`src/rtl/neureka_streamer_sched.sv`:
```
// Streamer transfer scheduler: round-robin arbitration over five requesters
// (four load streams plus the store stream), a SETUP/START/WAIT/DRAIN
// sequence per transfer, and a sticky timeout error that is left via clear_i.
module neureka_streamer_sched #(
    parameter int TIMEOUT_CYCLES = 1024
) (
    input  logic       clk_i,
    input  logic       rst_ni,
    input  logic       clear_i,
    input  logic       enable_i,
    input  logic [4:0] req_i,
    input  logic       source_done_i,
    input  logic       sink_done_i,
    input  logic       tcdm_fifo_empty_i,
    output logic [1:0] ld_which_sel_o,
    output logic       ld_st_sel_o,
    output logic       clear_source_o,
    output logic       clear_sink_o,
    output logic       start_o,
    output logic [4:0] ack_o,
    output logic       busy_o,
    output logic       err_o
);

    localparam int CW = (TIMEOUT_CYCLES > 2) ? $clog2(TIMEOUT_CYCLES) : 1;
    localparam logic [CW-1:0] CNT_LAST = CW'(TIMEOUT_CYCLES - 1);

    typedef enum logic [2:0] {
        IDLE, SETUP, START, WAIT, DRAIN, ERROR
    } state_e;

    state_e        state_q, state_d;
    logic [2:0]    ptr_q;       // round-robin start point, 0..4
    logic [2:0]    g_q;         // index of the active transfer
    logic [CW-1:0] cnt_q;       // WAIT cycle counter
    logic          err_entry_q; // first cycle in ERROR
    logic          grant_vld;
    logic [2:0]    grant_idx;
    logic          done_sel;

    // (p + o) mod 5 for p in 0..4 and o in 0..4
    function automatic logic [2:0] wrap5(input logic [2:0] p, input int o);
        int s;
        s = int'(p) + o;
        if (s >= 5) s = s - 5;
        return 3'(s);
    endfunction

    // First requester at or after ptr; scanning offsets downward lets the
    // smallest offset win.
    always_comb begin
        grant_vld = 1'b0;
        grant_idx = 3'd0;
        for (int i = 4; i >= 0; i--) begin
            if (req_i[wrap5(ptr_q, i)]) begin
                grant_vld = 1'b1;
                grant_idx = wrap5(ptr_q, i);
            end
        end
    end

    // The store transfer completes on the sink side, loads on the source side.
    assign done_sel = (g_q == 3'd4) ? sink_done_i : source_done_i;

    // State register
    always_ff @(posedge clk_i or negedge rst_ni) begin
        if (!rst_ni) state_q <= IDLE;
        else         state_q <= state_d;
    end

    // Next-state logic; clear_i overrides every transition
    always_comb begin
        state_d = state_q;
        if (clear_i) begin
            state_d = IDLE;
        end else begin
            case (state_q)
                IDLE:    if (enable_i && grant_vld) state_d = SETUP;
                SETUP:   state_d = START;
                START:   state_d = WAIT;
                WAIT: begin
                    // done in the last counted cycle still wins over timeout
                    if (done_sel)               state_d = DRAIN;
                    else if (cnt_q == CNT_LAST) state_d = ERROR;
                end
                DRAIN:   if (tcdm_fifo_empty_i) state_d = IDLE;
                ERROR:   state_d = ERROR;
                default: state_d = IDLE;
            endcase
        end
    end

    // Grant latch, pointer, stream selects, WAIT counter, error-entry flag
    always_ff @(posedge clk_i or negedge rst_ni) begin
        if (!rst_ni) begin
            ptr_q          <= 3'd0;
            g_q            <= 3'd0;
            cnt_q          <= '0;
            err_entry_q    <= 1'b0;
            ld_which_sel_o <= 2'd0;
            ld_st_sel_o    <= 1'b0;
        end else if (clear_i) begin
            ptr_q       <= 3'd0;
            cnt_q       <= '0;
            err_entry_q <= 1'b0;
        end else begin
            err_entry_q <= (state_q != ERROR) && (state_d == ERROR);
            cnt_q       <= (state_q == WAIT) ? cnt_q + 1'b1 : '0;
            // Selects are loaded on the grant edge so they are valid in SETUP
            // and then hold until the next grant.
            if (state_q == IDLE && state_d == SETUP) begin
                g_q         <= grant_idx;
                ptr_q       <= (grant_idx == 3'd4) ? 3'd0 : grant_idx + 3'd1;
                ld_st_sel_o <= (grant_idx == 3'd4);
                if (grant_idx != 3'd4) ld_which_sel_o <= grant_idx[1:0];
            end
        end
    end

    // Outputs decoded from state; pulses suppressed while clear_i is high
    always_comb begin
        start_o        = 1'b0;
        clear_source_o = 1'b0;
        clear_sink_o   = 1'b0;
        ack_o          = 5'd0;
        busy_o         = (state_q != IDLE) && (state_q != ERROR);
        err_o          = (state_q == ERROR);
        if (!clear_i) begin
            start_o        = (state_q == START);
            clear_source_o = ((state_q == SETUP) && (g_q != 3'd4)) || err_entry_q;
            clear_sink_o   = ((state_q == SETUP) && (g_q == 3'd4)) || err_entry_q;
            if (state_q == DRAIN && tcdm_fifo_empty_i) ack_o = 5'b00001 << g_q;
        end
    end

endmodule

```
`config.mk`:
```
export PLATFORM = sky130hd
export DESIGN_NAME = neureka_streamer_sched
export DESIGN_NICKNAME = d
export VERILOG_FILES = /design/src/rtl/neureka_streamer_sched.sv
export SDC_FILE = /design/constraint.sdc
export NUM_CORES = 1
export LEC_CHECK = 0
export BUFFER_PORTS_ARGS = -buffer_cell sky130_fd_sc_hd__clkbuf_2
export CAP_MARGIN = 25
export CORE_MARGIN = 10
export CORE_UTILIZATION = 55
export DETAILED_ROUTE_END_ITERATION = 6
export MAX_ROUTING_LAYER = met4
export PLACE_DENSITY = 0.8
export SLEW_MARGIN = 10
export SYNTH_ARGS = -nofsm -noshare
export SYNTH_HDL_FRONTEND = slang
export SYNTH_SLANG_ARGS = --single-unit
```
`constraint.sdc`:
```
create_clock -name clk_i -period 13.6 [get_ports clk_i]
set_clock_uncertainty 0.2 [all_clocks]
set_input_delay 2.72 -clock clk_i [delete_from_list [all_inputs] [get_ports clk_i]]
set_output_delay 2.72 -clock clk_i [all_outputs]
set_load 0.1 [all_outputs]
```
==> results.py <==
metrics = {
    "clock_tree": {
        "clk_latency_ns": 0.27,
        "htree_levels": 1,
        "numCtsBuffers": 3,
        "cts_sinks": 23,
        "cts_resized": 0,
        "ctsHoldBuffers": 0,
        "clock_path_buffers": 2,
        "cts_tree": "built",
        "cts_root_buf": "clkbuf_8",
        "cts.reportedPaths.clkPinSlew_ns": 0.08,
        "post_cts_buffers": 0,
    },
    "synthesis": {
        "synth_top_family_by_area": "simple AND/OR/NAND/NOR gates",
        "yosys.area_share.simple_pct": 26.94,
        "synth-compound-area-share_pct": 23.78,
        "avgSynthCellArea_um2": 8.225,
        "synthAdderAreaFrac_pct": 7.284,
        "synth_seq_cells": 23,
        "yosysTopAreaCell": "dfrtp_1",
        "synth_cell_type_count": 71,
        "synth_top_area_share_pct": 24.64,
        "async_reset_ff_share_pct": 100.0,
        "syn_area_um2": 2336,
        "synth_edf_count": 0,
        "syn_inst": 284,
        "synth_area_leaders": "dfrtp_1 (25%), ha_1 (6.4%), nor2_1 (6.1%)",
        "synth_nets": 309,
        "muxShareOfSynthArea_pct": 5.785,
        "yosysWarnings": 0,
        "synth_ff_type": "dfrtp_1",
        "synth-xor-area-share_pct": 4.874,
        "synth-seq-area-share_pct": 24.64,
    },
    "drt": {
        "dr.pass1.iters": 5,
        "wl_um": 5681,
        "via_count": 2231,
        "drc": 0,
        "viasPerCell": 6.338,
        "postRouteAntennaNets": 0,
        "wl_per_cell_um": 16.14,
        "drt_iter0_drc": 319,
    },
    "cells_and_area": {
        "fillerInstances": 339,
        "layoutNonFillerInstCount": 352,
        "regArea_um2": 575.6,
        "finalInstanceArea_um2": 2482,
        "multiInputGateArea_um2": 1604,
        "synthToLayoutAreaGrowth_pct": 6.267,
        "num_antenna_cells": 0,
        "num-nets-final": 328,
        "final_core_util_pct": 61.18,
        "layout-drive-gt1-share_pct": 14.90,
    },
    "worst_setup_path": {
        "crit_arrival_ns": 3.99,
        "critPathTopFamily": "buffers and inverters",
        "crit_chain": "clkbuf_2 > nor2_1 > nand3_1 > nor4b_1 > clkbuf_2",
        "required_ns": 10.68,
        "crit_top_cell": "clkbuf_2",
        "cpMaxStageDelayCell": "clkbuf_2",
        "startpoint_type": "input pin",
        "slowest_delay_ns": 0.51,
        "cp_num_buf_inv": 2,
        "end_kind": "primary output",
        "critPathMaxFanout": 12,
        "crit_type": "in -> out",
    },
    "grt": {
        "grt_pass1_wl_um": 9701,
        "grt_max_degree": 28,
        "grt_use_total_pct": 15.85,
        "antenna_found_initial": 0,
        "grt_overflow": 0,
        "first_global_vias": 2089,
    },
    "floorplanning": {
        "num_rows": 23,
        "die_area_um2": 7254,
        "initial_utilization_pct": 57.57,
        "core_um2": 4058,
        "die_y_um": 85.17,
        "io_pins": 25,
        "die_w_um": 85.17,
    },
    "placed_design": {
        "dp.final_hpwl_um": 4246,
        "place_area_um2": 2434,
        "io_buffer_count": 24,
        "gp_congestion": 0.9502,
        "dp_cells": 348,
    },
    "timing": {
        "hold_viol_final": 0,
        "worst_slew_pin_slew_ns": 0.6578,
        "setup_violations": 0,
        "period_share_pct": 50.83,
        "fin_crit_ns": 6.912,
        "rsz0062_at_grt": "no",
        "final-max-slew-violation-count": 0,
        "max_freq_mhz": 144.7,
        "finalSetupTns_ns": 0,
        "slew_headroom_pct": 55.68,
    },
    "min_path": {
        "min_path_type": "reg -> reg",
    },
    "pwr": {
        "power_density_nw_per_um2": 206.7,
        "p_leak_nw": 1.084,
        "vdd_drop_max_mv": 0.07489,
    },
    "job": {
        "cap_violations": 0,
    },
    "run_status": {
        "status": "completed",
    },
}
-- placed cells by master, fill, tap and decap left out, drive strengths merged, types with 3 or more instances in the layout --
master   count
mux2i        6
a22oi        3
nand4        3
a22o         4
a21boi       5
or3          4
and2         7
nor4         3
a21oi       16
nand3       13
ha          12
xor2         4
nor3         4
clkbuf      27
xnor2        9
o21ai       11
a211oi       4
and3         5
inv         17
o211ai       4
nor2        38
o31ai        4
nor2b        6
a2111oi      3
nand2       19
dfrtp       23
nand2b       5
-- cell families (layout without fill, tap and decap cells) --
family,Yosys count,in the layout
DFF,23,23
xor gates and xnor gates,13,13
adders and majority gates,13,13
muxes,10,10
buffers and inverters,28,46
AOI/OAI and AO/OA,76,76
and+or+nand+nor,121,121
-- state kept, by name, indices dropped and copies added (netlist names) --
signal	count
cnt_q	10
err_entry_q	1
g_q	3
ld_st_sel_o	1
ld_which_sel_o	2
ptr_q	3
state_q	3
-- area by class of cell --
cell class	instances	share of cell area, %
Clock buffer	3	1.663
Clock inverter	1	0.3024
Inverter	17	2.571
Multi-Input combinational cell	233	64.62
Sequential cell	23	23.19
Tap cell	50	2.520
Timing Repair Buffer	25	5.141
-- final timing paths --
check	start	end	slack [ns]	cells after the start
max	clear_i	ack_o[2]	6.69	5
min	cnt_q[0]$_DFF_PN0_	cnt_q[0]$_DFF_PN0_	0.26	1
max reg2reg	ptr_q[0]$_DFFE_PN0P_	ld_which_sel_o[0]$_DFFE_PN0P_	8.50	14
min reg2reg	cnt_q[0]$_DFF_PN0_	cnt_q[0]$_DFF_PN0_	0.26	1
max in group asynchronous	rst_ni	cnt_q[5]$_DFF_PN0_	10.60	1
min in group asynchronous	rst_ni	g_q[0]$_DFFE_PN0P_	2.23	1
-- routing by layer --
metal  track usage, %  vias to the layer above  part of all wire, %
met5                -                        -                    0
met4            4.940                        0                  1.5
met3            3.346                       15                  6.7
met2            24.93                      102                   48
met1            19.74                     1043                   44
li1                 -                     1071                    -
-- cell usage after synthesis (4+ instances only) --
master,n
a211oi_1,4
a21boi_0,4
a21oi_1,15
and2_1,5
and3_1,4
buf_4,4
dfrtp_1,23
ha_1,12
inv_1,17
mux2i_1,6
nand2_1,19
nand2b_1,5
nand3_1,13
nor2_1,38
nor2b_1,6
nor3_1,4
o211ai_1,4
o21ai_0,9
o31ai_1,4
xnor2_1,9
xor2_1,4
-- report_power, final --
group | switching [mW] | internal, mW
combinational | 0.237 | 0.134
sequential | 0.0180 | 0.0809
clock | 0.0225 | 0.0207
-- worst register-to-register path: stages (launching register included) --
cell	delay [ns]
dfrtp_1	0.33
buf_4	0.28
inv_1	0.30
ha_1	0.77
inv_1	0.23
and4_4	0.22
or4_1	0.50
o31a_1	0.35
nor4_1	0.30
a21oi_1	0.12
o31ai_1	0.45
inv_1	0.09
ha_1	0.24
a21oi_1	0.24
mux2_1	0.35
-- stage by stage --
stage	power (mW)	worst slack, ns	hold WS, ns
floorplan	0.4021	4.621	0.2329
global placement	0.4572	6.753	0.2481
detailed placement	0.4615	6.713	0.2554
finish	0.5131	6.688	0.2620
global route	0.5513	6.504	0.2888
CTS	0.5064	6.712	0.2671
(Power assumes the default switching activity.)
